$ cat src/rtl/fp_align_shift_seq_pkg.sv
// Shared constants and state encoding for the FP alignment sequencer.
// Default widths for the half-precision add/sub path.
package fp_align_shift_seq_pkg;

    localparam int MANTISSA  = 10;
    localparam int EXPONENT  = 5;
    localparam int SHIFT_W   = 5;
    localparam int SAT_SHIFT = 12;

    typedef enum logic [1:0] {
        IDLE  = 2'd0,
        SHIFT = 2'd1,
        DONE  = 2'd2
    } align_state_t;

endpackage

$ cat src/rtl/fp_align_step.sv
// One 0-3 bit zero-fill right shift of the working mantissa, plus the OR of
// the bits that fall off the bottom.
module fp_align_step #(
    parameter int MW = 11
) (
    input  logic [MW-1:0] mant,
    input  logic [1:0]    step,
    output logic [MW-1:0] shifted,
    output logic          dropped
);

    logic [2:0] drop_vec;

    // Bit gi is lost only when the step moves it past bit 0.
    generate
        for (genvar gi = 0; gi < 3; gi++) begin : g_drop
            assign drop_vec[gi] = (2'(gi) < step) ? mant[gi] : 1'b0;
        end
    endgenerate

    assign shifted = mant >> step;
    assign dropped = |drop_vec;

endmodule

$ cat src/rtl/fp_align_shift_seq.sv
// Multi-cycle mantissa alignment: shifts right by the clamped exponent
// difference in steps of up to 3 bits per cycle, collecting a sticky bit.
module fp_align_shift_seq
    import fp_align_shift_seq_pkg::*;
#(
    parameter int MANTISSA  = fp_align_shift_seq_pkg::MANTISSA,
    parameter int SHIFT_W   = fp_align_shift_seq_pkg::SHIFT_W,
    parameter int SAT_SHIFT = fp_align_shift_seq_pkg::SAT_SHIFT
) (
    input  logic                clk,
    input  logic                reset,
    input  logic                in_valid,
    output logic                in_ready,
    input  logic [MANTISSA:0]   in_mant,
    input  logic [SHIFT_W-1:0]  in_shift,
    output logic                out_valid,
    input  logic                out_ready,
    output logic [MANTISSA:0]   out_mant,
    output logic                out_sticky,
    output logic                busy
);

    localparam int MW = MANTISSA + 1;
    localparam logic [SHIFT_W-1:0] SAT_W = SHIFT_W'(SAT_SHIFT);

    align_state_t        state_reg;
    logic [MW-1:0]       mant_reg;
    logic                sticky_reg;
    logic [SHIFT_W-1:0]  rem_reg;
    logic                out_valid_reg;
    logic [MW-1:0]       out_mant_reg;
    logic                out_sticky_reg;

    logic [SHIFT_W-1:0]  shift_clamped;
    logic [1:0]          step;
    logic [MW-1:0]       step_mant;
    logic                step_dropped;

    // Clamping before the register keeps rem bounded by SAT_SHIFT.
    assign shift_clamped = (in_shift >= SAT_W) ? SAT_W : in_shift;
    assign step          = (rem_reg >= SHIFT_W'(3)) ? 2'd3 : rem_reg[1:0];

    fp_align_step #(
        .MW (MW)
    ) u_step (
        .mant    (mant_reg),
        .step    (step),
        .shifted (step_mant),
        .dropped (step_dropped)
    );

    always_ff @(posedge clk) begin
        if (reset) begin
            state_reg      <= IDLE;
            mant_reg       <= '0;
            sticky_reg     <= 1'b0;
            rem_reg        <= '0;
            out_valid_reg  <= 1'b0;
            out_mant_reg   <= '0;
            out_sticky_reg <= 1'b0;
        end else begin
            case (state_reg)
                IDLE: begin
                    if (in_valid) begin
                        mant_reg   <= in_mant;
                        sticky_reg <= 1'b0;
                        rem_reg    <= shift_clamped;
                        if (shift_clamped == '0) begin
                            state_reg      <= DONE;
                            out_valid_reg  <= 1'b1;
                            out_mant_reg   <= in_mant;
                            out_sticky_reg <= 1'b0;
                        end else begin
                            state_reg <= SHIFT;
                        end
                    end
                end
                SHIFT: begin
                    mant_reg   <= step_mant;
                    sticky_reg <= sticky_reg | step_dropped;
                    rem_reg    <= rem_reg - SHIFT_W'(step);
                    if (rem_reg == SHIFT_W'(step)) begin
                        state_reg      <= DONE;
                        out_valid_reg  <= 1'b1;
                        out_mant_reg   <= step_mant;
                        out_sticky_reg <= sticky_reg | step_dropped;
                    end
                end
                DONE: begin
                    if (out_ready) begin
                        state_reg     <= IDLE;
                        out_valid_reg <= 1'b0;
                    end
                end
                default: begin
                    state_reg     <= IDLE;
                    out_valid_reg <= 1'b0;
                end
            endcase
        end
    end

    assign in_ready   = (state_reg == IDLE);
    assign busy       = (state_reg != IDLE);
    assign out_valid  = out_valid_reg;
    assign out_mant   = out_mant_reg;
    assign out_sticky = out_sticky_reg;

endmodule

$ cat config.mk
export PLATFORM = sky130hd
export DESIGN_NAME = fp_align_shift_seq
export DESIGN_NICKNAME = d
export VERILOG_FILES = /design/src/rtl/fp_align_shift_seq_pkg.sv /design/src/rtl/fp_align_step.sv /design/src/rtl/fp_align_shift_seq.sv
export SDC_FILE = /design/constraint.sdc
export NUM_CORES = 1
export LEC_CHECK = 0
export BUFFER_PORTS_ARGS = -buffer_cell sky130_fd_sc_hd__buf_2
export CAP_MARGIN = 20
export CORE_AREA = 10 10 88 90
export CTS_CLUSTER_DIAMETER = 40
export DETAILED_ROUTE_END_ITERATION = 16
export DIE_AREA = 0 0 98 100
export GPL_ROUTABILITY_DRIVEN = 1
export GPL_TIMING_DRIVEN = 0
export SYNTH_ARGS = -nofsm -noshare
export SYNTH_HDL_FRONTEND = slang
export SYNTH_SLANG_ARGS = --single-unit
$ cat constraint.sdc
create_clock -name clk -period 2 [get_ports clk]
set_input_delay 0.1 -clock clk [delete_from_list [all_inputs] [get_ports clk]]
set_output_delay 0.1 -clock clk [all_outputs]
set_load 0.01 [all_outputs]
==> flow_metrics.py, run 1 <==
metrics = {
    "timing": {
        "final.min_clock_period_ns": 1.892,
        "finalHoldViolations": 0,
        "setup_viol": 0,
        "worst_pin_slew_ns": 0.6627,
        "timing.final.crit_share_pct": 94.58,
        "relSlewSlack_pct": 55.82,
        "max_freq_mhz": 528.7,
        "final.setup.worst_slack_ns": 0.1084,
        "fin_worst_skew_ns": 0.006753,
        "rsz0062_at_grt": "no",
        "report.final.slew_viol_count": 0,
        "final.setup.tns_ns": 0,
    },
    "global_route": {
        "largest_net_degree_at_the_start_of_global_routing": 15,
        "grt_pass1_vias": 1670,
        "grt.busiest_layer": "met2",
        "global_route_wire_length_before_repair_um": 8549,
        "gr-usage-met2_pct": 17.11,
        "grt_antenna_before_repair": 0,
        "global_route.usage.total_pct": 10.53,
        "grt_use_met3_pct": 3.159,
        "overflow": 0,
        "met1_usage_in_global_routing_pct": 12.61,
    },
    "yosys": {
        "synth.ff_latch_count": 32,
        "synth_fa_ha_area_share_pct": 0.7107,
        "post_synth_instance_area_um2": 1760,
        "yosysWarningCount": 0,
        "syn_nets": 226,
        "synth_cell_types": 40,
        "synth_simple_gate_area_share_pct": 22.67,
        "synth_compound_gate_area_share_pct": 26.72,
        "postSynth.asyncResetShare_pct": 0,
        "main_combinational_cell_family_by_area_after_synthesis": "compound AO/OA/AOI/OAI gates",
        "synth_sequential_area_ratio_pct": 36.39,
        "syn-mean-instance-area_um2": 8.588,
        "synthCells": 205,
        "synth_xor_xnor_area_share_pct": 0,
        "synth-edff-count": 0,
        "synth_top_flop_cell": "dfxtp_1",
        "post_synth_mux_area_share_pct": 6.965,
    },
    "clock_tree": {
        "clk_path_buf_depth": 2,
        "cts_buffers": 5,
        "worst_setup_hold_path_clk_slew_ns": 0.07,
        "clk_latency_ns": 0.29,
        "tritoncts": "done",
        "holdBufCountCts": 0,
        "library_cell_used_as_clock_root_buffer": "clkbuf_8",
        "htree_levels": 2,
        "postCtsSetupBuffers": 0,
        "cts.sink_count": 32,
    },
    "layout": {
        "final_layout_size_suffix_gt1_share_pct": 28.16,
        "finish.utilization_pct": 35.26,
        "area_growth_syn_to_layout_pct": 22.81,
        "insertedDiodeCount": 0,
        "layout.nets": 265,
        "final_cells": 322,
    },
    "setup_path": {
        "worstReg2RegEnd": "rem_reg[4]",
        "worstPathArrival_ns": 2.04,
        "r2r-start": "rem_reg[2]",
        "critical_path.most_common_cell": "nor3_2",
        "worstSetupPathDepth": 8,
        "endpoint_kind": "flop",
        "critPathKind": "reg -> reg",
        "worst_path_max_delay_cell": "mux2_2",
        "crit_path_cell_trace": "buf_4, nor3_2, or2_2, ha_1, nor3_2, mux2_2, a22oi_1, nor2_1",
        "worstPathBufferInverterCount": 1,
        "rrSetupSlack_ns": 0.11,
        "crit_path_required_time_ns": 2.15,
        "worstRegToRegCells": 8,
        "worst_setup_path_start_kind": "flop",
        "setup.worst_path.end": "rem_reg[4]",
        "path_max_fanout": 9,
        "stage_delay_of_the_slowest_cell_on_the_critical_path_ns": 0.34,
        "critical_path.startpoint": "rem_reg[2]",
        "critical_path_s_top_delay_family": "simple AND/OR/NAND/NOR gates",
    },
    "placed_design": {
        "place.port_buffers": 33,
        "pre_cts_slack_ns": -0.1045,
        "place.gp.congestion": 0.8617,
        "post-place-cells": 315,
        "hpwlAfterDp_um": 3794,
    },
    "job": {
        "maxCapViolations": 0,
    },
    "floorplan": {
        "area_of_the_core_region_um2": 6132,
        "start_util_pct": 28.71,
        "die_y_um": 100,
        "row_count": 29,
        "design.die.area_um2": 9800,
        "floorplan.io_pins": 35,
        "fp.dieW_um": 98,
    },
    "detailed_routing": {
        "drtPass1Iterations": 4,
        "antenna_left": 0,
        "detail_route.drc_violations": 0,
        "initialDrtViolationCount": 158,
        "drt_wl_total_um": 5208,
        "vias": 1669,
        "detail_route.vias_per_cell": 5.183,
        "route.detailed.wl_per_inst_um": 16.17,
    },
    "pwr": {
        "power_density_nw_per_um2": 1140,
        "peak_supply_drop_mv": 0.4357,
        "total_leakage_power_nw": 0.8659,
    },
    "worst_hold_path": {
        "timing.hold.worst.class": "in -> reg",
    },
    "outcome": {
        "status": "complete, no violations",
    },
}
power breakdown:
part           switching [mW]  internal [mW]  total, mW
Sequential             0.0842          0.753      0.837
Combinational           0.537          0.409      0.946
Clock                   0.242          0.439      0.681
Total                   0.863           1.60       2.46
worst min-delay path by stage:
stage / start / end / cells past startpoint / slack (ns)
floorplan: in_valid / state_reg[1] / 2 / 0.27
global placement: in_mant[5] / mant_reg[5] / 3 / 0.40
detailed placement: in_mant[6] / mant_reg[6] / 3 / 0.41
CTS: in_mant[6] / mant_reg[6] / 3 / 0.1
global route: out_ready / state_reg[1] / 3 / 0.12
finish: in_mant[5] / mant_reg[5] / 3 / 0.10
stage by stage:
| stage | power, mW | hold WS [ns] | cell area, µm² |
|---|---|---|---|
| floorplan | 1.530 | 0.2744 | 1760 |
| CTS | 2.471 | 0.09630 | 2152 |
| global placement | 1.768 | 0.4010 | 2022 |
| detailed placement | 1.775 | 0.4050 | 2022 |
| global route | 2.620 | 0.1205 | 2162 |
| finish | 2.464 | 0.1020 | 2162 |
area by class of cell:
class / count / area [µm²]
buffer: 19 / 107.6
multi-input combinational: 150 / 1015
clock inverter: 1 / 30.03
inverter: 3 / 11.26
clock buffer: 7 / 96.34
timing repair buffer: 33 / 165.2
tap: 77 / 96.34
sequential: 32 / 640.6
fill: 616 / 3970
cell families (layout without fill, tap and decap cells):
kind of cell,Yosys count,count (layout)
AO/OA/AOI/OAI,57,57
adder cells (fa/ha/maj),1,1
buffers and inverters,23,63
flip-flops,32,32
multiplexers,12,12
AND/OR/NAND/NOR,80,80
cells in the final DEF, fill, tap and decap left out, types with 2 or more instances in the layout:
cell	n
a21oi_1	7
nor2_1	24
o2111a_1	2
mux2i_1	10
buf_6	2
and2_1	2
nor4_1	2
a211oi_1	8
clkbuf_2	2
nor3_1	16
o21a_1	2
buf_2	39
a211oi_2	4
a22oi_1	2
nand2b_1	5
nor3_2	2
o32ai_1	2
o22a_1	6
o21ai_0	2
clkbuf_8	7
or2_2	4
buf_4	3
a311oi_1	13
nand2_1	17
mux2_2	2
inv_1	3
a311o_1	2
dfxtp_1	32
clkbuf_1	6
nor2b_1	3
routing by layer:
layer  vias up  share of wire [%]  routed length (µm)
met5         -                  0                   0
met4         0                1.3                  70
met3         7                5.6                 292
met2        39                 48                2480
met1       772                 45                2364
li1        851                  -                   -
cell usage after synthesis (all sizes together), types with 2 or more instances:
master  instances  area (µm²)
nor2           24       90.09
o32ai           2       17.52
inv             3       11.26
nor2b           3       18.77
and2            2       12.51
a311oi         13       113.9
a21oi           7       35.03
buf            11       70.07
a22oi           2       15.01
dfxtp          32       640.6
o2111a          2       22.52
nand2          17       63.81
o22a            6       52.55
a211oi         12       110.1
mux2            2       22.52
or2             4       25.02
nor3           18       90.09
nand2b          5       31.28
nor4            4       46.29
clkbuf          9       33.78
o21a            2       15.01
mux2i          10       100.1
a311o           2       20.02
o21ai           2       10.01
worst min-delay path, delay by kind of cell:
family,cells,cell delay [ns]
buf+inv,1,0.10
compound gates,1,0.08
simple gates,1,0.07
repair_timing:
| item | in CTS | in global routing |
|---|---|---|
| gates resized for setup | 2 | 7 |
| hold endpoints to repair | 0 | 0 |
| endpoints found under the setup margin | 11 | 12 |
Power figures use the tool's default switching activity.
==> inputs of run 2 (changes only) <==
--- a/config.mk
+++ b/config.mk
@@ -5,6 +5,7 @@
 export SDC_FILE = /design/constraint.sdc
 export NUM_CORES = 1
 export LEC_CHECK = 0
+export ABC_CLOCK_PERIOD_IN_PS = 2000
 export BUFFER_PORTS_ARGS = -buffer_cell sky130_fd_sc_hd__buf_2
 export CAP_MARGIN = 20
 export CORE_AREA = 10 10 88 90
@@ -12,7 +13,7 @@
 export DETAILED_ROUTE_END_ITERATION = 16
 export DIE_AREA = 0 0 98 100
 export GPL_ROUTABILITY_DRIVEN = 1
-export GPL_TIMING_DRIVEN = 0
+export GPL_TIMING_DRIVEN = 1
 export SYNTH_ARGS = -nofsm -noshare
 export SYNTH_HDL_FRONTEND = slang
 export SYNTH_SLANG_ARGS = --single-unit
==> run 2 against run 1 <==
Cell count decreased by 1.2%; hold slack got worse by 0.015 ns; register-to-register slack improved by 0.06 ns; worst setup slack improved by 0.056 ns; sequential power increased by 2%; fmax increased by 3.0%; via count decreased by 0.24%; flip-flop and latch count unchanged; utilization decreased by 0.31 points; total power decreased by 1.3%; die area unchanged; critical path type unchanged; critical endpoint unchanged; largest cell class unchanged.
==> flow_metrics.py, run 2 (synthesized netlist as in run 1, its figures left out) <==
metrics = {
    "outcome": {
        "status": "complete, no violations",
    },
    "layout": {
        "layout.area.seq_um2": 640.6,
        "fillCellCount": 634,
        "insertedDiodeCount": 0,
        "multi_input_area_um2": 1005,
        "layout.cells.most_common": "buf_2",
        "layout.nets": 261,
        "final_layout_size_suffix_gt1_share_pct": 28.63,
        "area_growth_syn_to_layout_pct": 21.75,
        "mostFrequentLayoutCells": "buf_2 (34), dfxtp_1 (32), nor2_1 (24)",
    },
    "detailed_routing": {
        "route.detailed.wl_per_inst_um": 15.20,
        "detail_route.vias_per_cell": 5.236,
        "detail_route.drc_violations": 0,
        "drt_wl_total_um": 4834,
        "initialDrtViolationCount": 127,
        "antenna_left": 0,
        "vias": 1665,
        "drtPass1Iterations": 4,
    },
    "setup_path": {
        "worst_path_max_delay_cell": "dfxtp_1",
        "endpoint_kind": "flop",
        "critPathKind": "reg -> reg",
        "stage_delay_of_the_slowest_cell_on_the_critical_path_ns": 0.38,
        "crit_path_cell_trace": "nor3_1, or2_2, ha_1, nor3_1, mux2_2, a22oi_1, nor2_1",
        "crit_path_required_time_ns": 2.16,
        "worst_setup_path_start_kind": "flop",
        "critical_path.most_common_cell": "nor3_1",
        "path_max_fanout": 5,
        "worstPathArrival_ns": 2.00,
    },
    "worst_hold_path": {
        "timing.hold.worst.class": "in -> reg",
    },
    "floorplan": {
        "floorplan.io_pins": 35,
        "die_y_um": 100,
        "row_count": 29,
        "fp.dieW_um": 98,
        "start_util_pct": 28.71,
        "area_of_the_core_region_um2": 6132,
        "design.die.area_um2": 9800,
    },
    "global_route": {
        "global_route.usage.total_pct": 9.922,
        "largest_net_degree_at_the_start_of_global_routing": 35,
        "global_route_wire_length_before_repair_um": 8079,
        "grt_pass1_vias": 1643,
        "overflow": 0,
        "grt_antenna_before_repair": 0,
    },
    "clock_tree": {
        "holdBufCountCts": 0,
        "clk_path_buf_depth": 2,
        "htree_levels": 2,
        "cts_buffers": 5,
        "cts.sink_count": 32,
        "worst_setup_hold_path_clk_slew_ns": 0.08,
        "clk_latency_ns": 0.29,
        "postCtsSetupBuffers": 0,
        "tritoncts": "done",
        "library_cell_used_as_clock_root_buffer": "clkbuf_8",
        "cts_repair_resize_count": 0,
    },
    "pwr": {
        "clock_power_share_pct": 26.6,
        "sw_frac_of_total_pct": 36.17,
        "p_sw_mw": 0.8796,
        "total_leakage_power_nw": 0.8556,
        "peak_supply_drop_mv": 0.3723,
        "power_density_nw_per_um2": 1135,
        "seq_power_share_pct": 35.2,
        "power.combinational.fraction_pct": 38.2,
        "internal_power_mw": 1.552,
    },
    "timing": {
        "timing.hold.ws_ns": 0.08665,
        "timing.final.crit_share_pct": 91.79,
        "setup_viol": 0,
        "worst_pin_slew_ns": 0.6575,
        "fin_worst_skew_ns": 0.007892,
        "finalHoldViolations": 0,
        "report.final.slew_viol_count": 0,
        "final.min_clock_period_ns": 1.836,
        "rsz0062_at_grt": "no",
        "final.setup.tns_ns": 0,
        "relSlewSlack_pct": 56.16,
        "max_freq_mhz": 544.7,
    },
    "placed_design": {
        "place.gp.congestion": 0.8511,
        "place.port_buffers": 34,
        "hpwlAfterDp_um": 3527,
    },
    "job": {
        "maxCapViolations": 0,
    },
}
==> run 2: changes by cell type in the layout (fill, tap and decap cells not counted), sizes merged <==
| cell | change |
|---|---|
| buf | +4 |
| inv | +1 |
| clkinvlp | +1 |
| clkbuf | -10 |
==> run 2: path summary, 6_finish.rpt <==
kind	depth (start not counted)	slack, ns	endpoint	from
setup / recovery	7	0.16	rem_reg[4]	rem_reg[2]
hold reg to reg	1	0.47	out_valid	out_valid
setup reg to reg	7	0.16	rem_reg[4]	rem_reg[2]
hold / removal	3	0.09	mant_reg[7]	in_mant[7]
==> run 2: worst max-delay path, delay by kind of cell (launching register included) <==
family	cells	cell delay, ns
muxes	1	0.35
AOI/OAI and AO/OA	1	0.14
DFF	1	0.38
adders and majority gates	1	0.24
and+or+nand+nor	4	0.60
==> run 2: through the flow <==
stage / std cells / worst slack [ns] / power (mW) / util, % / area, µm²
final: 318 / 0.1642 / 2.432 / 34.95 / 2143
after floorplan: 205 / 0.1364 / 1.530 / - / 1760
after detailed placement: 310 / 0.1746 / 1.797 / 33.07 / 2028
after global placement: 310 / 0.2138 / 1.792 / 33.07 / 2028
after CTS: 318 / 0.1659 / 2.453 / 34.95 / 2143
after global routing: 318 / 0.006892 / 2.598 / 34.95 / 2143
==> run 2: routing by layer <==
metal  share of wire [%]  vias to the layer above  global-route usage [%]  wire length, µm
met5                   0                        -                       0                0
met4                 2.1                        0                   4.586              100
met3                 4.7                        7                   3.571              226
met2                  45                       27                   15.08             2154
met1                  49                      798                   12.21             2353
li1                    -                      833                       -                -
==> run 2: cell type report <==
type	instances	area share, %
clock buffer	5	3.211
clock inverter	3	2.160
inverter	3	0.5254
multi-input combinational	150	46.88
sequential	32	29.89
tap	77	4.495
timing repair buffer	48	12.84
==> run 2: power groups by stage <==
stage	logic, mW	clock network, mW	registers (mW)
2_1_floorplan	0.681	0	0.849
3_3_place_gp	0.923	0	0.869
3_5_place_dp	0.926	0	0.871
4_1_cts	0.932	0.665	0.856
5_1_grt	1.03	0.697	0.871
6_report	0.928	0.648	0.856
==> inputs of run 3 (changes only) <==
--- a/config.mk
+++ b/config.mk
@@ -5,13 +5,14 @@
 export SDC_FILE = /design/constraint.sdc
 export NUM_CORES = 1
 export LEC_CHECK = 0
+export ABC_AREA = 1
 export ABC_CLOCK_PERIOD_IN_PS = 2000
 export BUFFER_PORTS_ARGS = -buffer_cell sky130_fd_sc_hd__buf_2
 export CAP_MARGIN = 20
-export CORE_AREA = 10 10 88 90
+export CORE_AREA = 10 10 90 92
 export CTS_CLUSTER_DIAMETER = 40
 export DETAILED_ROUTE_END_ITERATION = 16
-export DIE_AREA = 0 0 98 100
+export DIE_AREA = 0 0 100 102
 export GPL_ROUTABILITY_DRIVEN = 1
 export GPL_TIMING_DRIVEN = 1
 export SYNTH_ARGS = -nofsm -noshare
==> run 3 against run 2 <==
Final area rose by 1.9%; cell count is 28% higher; flip-flop and latch count did not move; fmax is 16% higher; sequential power is 6.2% higher; critical path type unchanged; global-route usage is 0.15 points higher; critical endpoint is now mant_reg[2]; via count up 15%; synthesized area up 6.3%; synthesized cell count is 44% higher.
==> flow_metrics.py, run 3 <==
metrics = {
    "outcome": {
        "status": "complete, no violations",
    },
    "timing": {
        "setup_viol": 0,
        "report.final.slew_viol_count": 0,
        "max_freq_mhz": 631.1,
        "final.setup.tns_ns": 0,
        "final.min_clock_period_ns": 1.585,
        "rsz0062_at_grt": "no",
        "timing.final.crit_share_pct": 79.23,
        "finalHoldViolations": 0,
        "worst_pin_slew_ns": 0.5664,
        "fin_worst_skew_ns": 0.004073,
        "relSlewSlack_pct": 62.20,
    },
    "detailed_routing": {
        "antenna_left": 0,
        "drt_wl_total_um": 4965,
        "detail_route.vias_per_cell": 4.720,
        "detail_route.drc_violations": 0,
        "vias": 1921,
        "initialDrtViolationCount": 124,
        "route.detailed.wl_per_inst_um": 12.20,
        "drtPass1Iterations": 4,
    },
    "job": {
        "maxCapViolations": 0,
    },
    "pwr": {
        "peak_supply_drop_mv": 0.3453,
        "power.combinational.fraction_pct": 45.1,
        "clock_power_share_pct": 18.5,
        "p_sw_mw": 1.074,
        "power_density_nw_per_um2": 1145,
        "sw_frac_of_total_pct": 42.96,
        "seq_power_share_pct": 36.4,
        "internal_power_mw": 1.426,
        "total_leakage_power_nw": 1.122,
    },
    "floorplan": {
        "design.die.area_um2": 10200,
        "die_y_um": 102,
        "row_count": 29,
        "floorplan.io_pins": 35,
        "area_of_the_core_region_um2": 6277,
        "start_util_pct": 29.80,
        "fp.dieW_um": 100,
    },
    "layout": {
        "area_growth_syn_to_layout_pct": 16.72,
        "mostFrequentLayoutCells": "nand2_1 (93), nor2_1 (45), buf_2 (34)",
        "fillCellCount": 697,
        "layout.area.seq_um2": 640.6,
        "layout.cells.most_common": "nand2_1",
        "layout.nets": 351,
        "final_layout_size_suffix_gt1_share_pct": 18.79,
        "finish.utilization_pct": 34.78,
        "insertedDiodeCount": 0,
        "multi_input_area_um2": 1023,
    },
    "clock_tree": {
        "cts_buffers": 5,
        "cts.sink_count": 32,
        "cts_repair_resize_count": 0,
        "holdBufCountCts": 0,
        "clk_path_buf_depth": 2,
        "library_cell_used_as_clock_root_buffer": "clkbuf_8",
        "tritoncts": "done",
        "worst_setup_hold_path_clk_slew_ns": 0.06,
        "clk_latency_ns": 0.28,
        "postCtsSetupBuffers": 0,
        "htree_levels": 2,
    },
    "yosys": {
        "yosysMostFrequentCell": "nand2_1",
        "synthCells": 296,
        "postSynth.asyncResetShare_pct": 0,
        "syn-mean-instance-area_um2": 6.319,
        "synth_fa_ha_area_share_pct": 0.6689,
        "synth_sequential_area_ratio_pct": 34.25,
        "synth_top_flop_cell": "dfxtp_1",
        "synth_xor_xnor_area_share_pct": 0,
        "yosysWarningCount": 0,
        "synth-edff-count": 0,
        "synth.ff_latch_count": 32,
        "synth_largest_type_area_fraction_pct": 34.25,
        "synth_simple_gate_area_share_pct": 41.94,
        "main_combinational_cell_family_by_area_after_synthesis": "simple AND/OR/NAND/NOR gates",
        "synthTopCellsByArea": "dfxtp_1 (34%), nand2_1 (19%), nor2_1 (9.0%)",
        "yosysTopAreaCell": "dfxtp_1",
        "post_synth_most_frequent_cells": "nand2_1 (93), nor2_1 (45), inv_1 (33), dfxtp_1 (32), o21ai_0 (18)",
        "synth_cell_types": 29,
        "post_synth_instance_area_um2": 1871,
        "synth_compound_gate_area_share_pct": 12.11,
        "post_synth_mux_area_share_pct": 0,
        "syn_nets": 317,
    },
    "setup_path": {
        "worstRegToRegCells": 9,
        "worstPathArrival_ns": 1.76,
        "stage_delay_of_the_slowest_cell_on_the_critical_path_ns": 0.35,
        "worst_setup_path_start_kind": "flop",
        "crit_path_required_time_ns": 2.17,
        "critical_path_s_top_delay_family": "simple AND/OR/NAND/NOR gates",
        "critPathKind": "reg -> reg",
        "endpoint_kind": "flop",
        "path_max_fanout": 11,
        "rrSetupSlack_ns": 0.42,
        "worstPathBufferInverterCount": 1,
        "crit_path_cell_trace": "nor2_4, buf_4, nand3_2, nand2_1, nand2_1, nand2_1, nand3_1, nor2_1, nor2_1",
        "worstSetupPathDepth": 9,
        "critical_path.most_common_cell": "nand2_1",
        "worst_path_max_delay_cell": "dfxtp_1",
    },
    "global_route": {
        "overflow": 0,
        "global_route_wire_length_before_repair_um": 8535,
        "grt_pass1_vias": 1877,
        "largest_net_degree_at_the_start_of_global_routing": 26,
        "grt_antenna_before_repair": 0,
        "global_route.usage.total_pct": 10.07,
    },
    "placed_design": {
        "place.gp.congestion": 0.7982,
        "hpwlAfterDp_um": 3726,
        "place.port_buffers": 34,
    },
    "worst_hold_path": {
        "timing.hold.worst.class": "in -> reg",
        "worst_hold_path_depth": 2,
    },
}
==> run 3: cell types whose count changed in the layout (fill, tap and decap cells not counted), sizes merged, moves of 13 or more <==
cell    delta
nand2     +78
inv       +32
nor2      +24
o21ai     +19
nor3      -17
nand3     +15
a311oi    -13
nand4     +13
==> run 3: power by group through the flow <==
stage / Combinational (mW) / Sequential, mW / Clock [mW]
6_report: 1.13 / 0.909 / 0.464
5_1_grt: 1.31 / 0.928 / 0.507
4_1_cts: 1.14 / 0.909 / 0.477
3_5_place_dp: 1.14 / 0.920 / 0
3_3_place_gp: 1.13 / 0.919 / 0
2_1_floorplan: 0.841 / 0.926 / 0
==> run 3: path summary, 6_finish.rpt <==
path | end | start
max | mant_reg[2] | rem_reg[4]
min | out_valid | reset
max reg2reg | mant_reg[2] | rem_reg[4]
min reg2reg | out_valid | out_valid
==> run 3: routing by layer <==
metal / wire length [µm] / GRT usage [%] / vias up / part of all wire [%]
li1: - / - / 1005 / -
met1: 2215 / 11.53 / 868 / 45
met2: 2429 / 17.62 / 44 / 49
met3: 255 / 2.497 / 4 / 5.1
met4: 65 / 4.022 / 0 / 1.3
met5: 0 / 0 / - / 0
==> run 3: kinds of logic after synthesis <==
group / Yosys count
and+or+nand+nor: 174
buffers and inverters: 48
DFF: 32
AOI/OAI and AO/OA: 41
adders and majority gates: 1
==> run 3: through the flow <==
stage / setup WS [ns] / hold WS, ns / total power, mW / cell area, µm² / std cells
3_3_place_gp: 0.4267 / 0.3817 / 2.050 / 2106 / 400
3_5_place_dp: 0.4446 / 0.3944 / 2.058 / 2106 / 400
6_report: 0.4155 / 0.1010 / 2.501 / 2183 / 407
5_1_grt: 0.1974 / 0.1181 / 2.747 / 2183 / 407
4_1_cts: 0.4254 / 0.09032 / 2.527 / 2183 / 407
2_1_floorplan: 0.6429 / 0.3099 / 1.767 / 1871 / 296
==> run 3: layout make-up <==
| class | instances | share of cell area (%) |
|---|---|---|
| multi-input combinational | 216 | 46.88 |
| timing repair buffer | 39 | 9.513 |
| sequential | 32 | 29.34 |
| clock buffer | 6 | 3.324 |
| inverter | 36 | 6.304 |
| tap | 77 | 4.413 |
| clock inverter | 1 | 0.2292 |
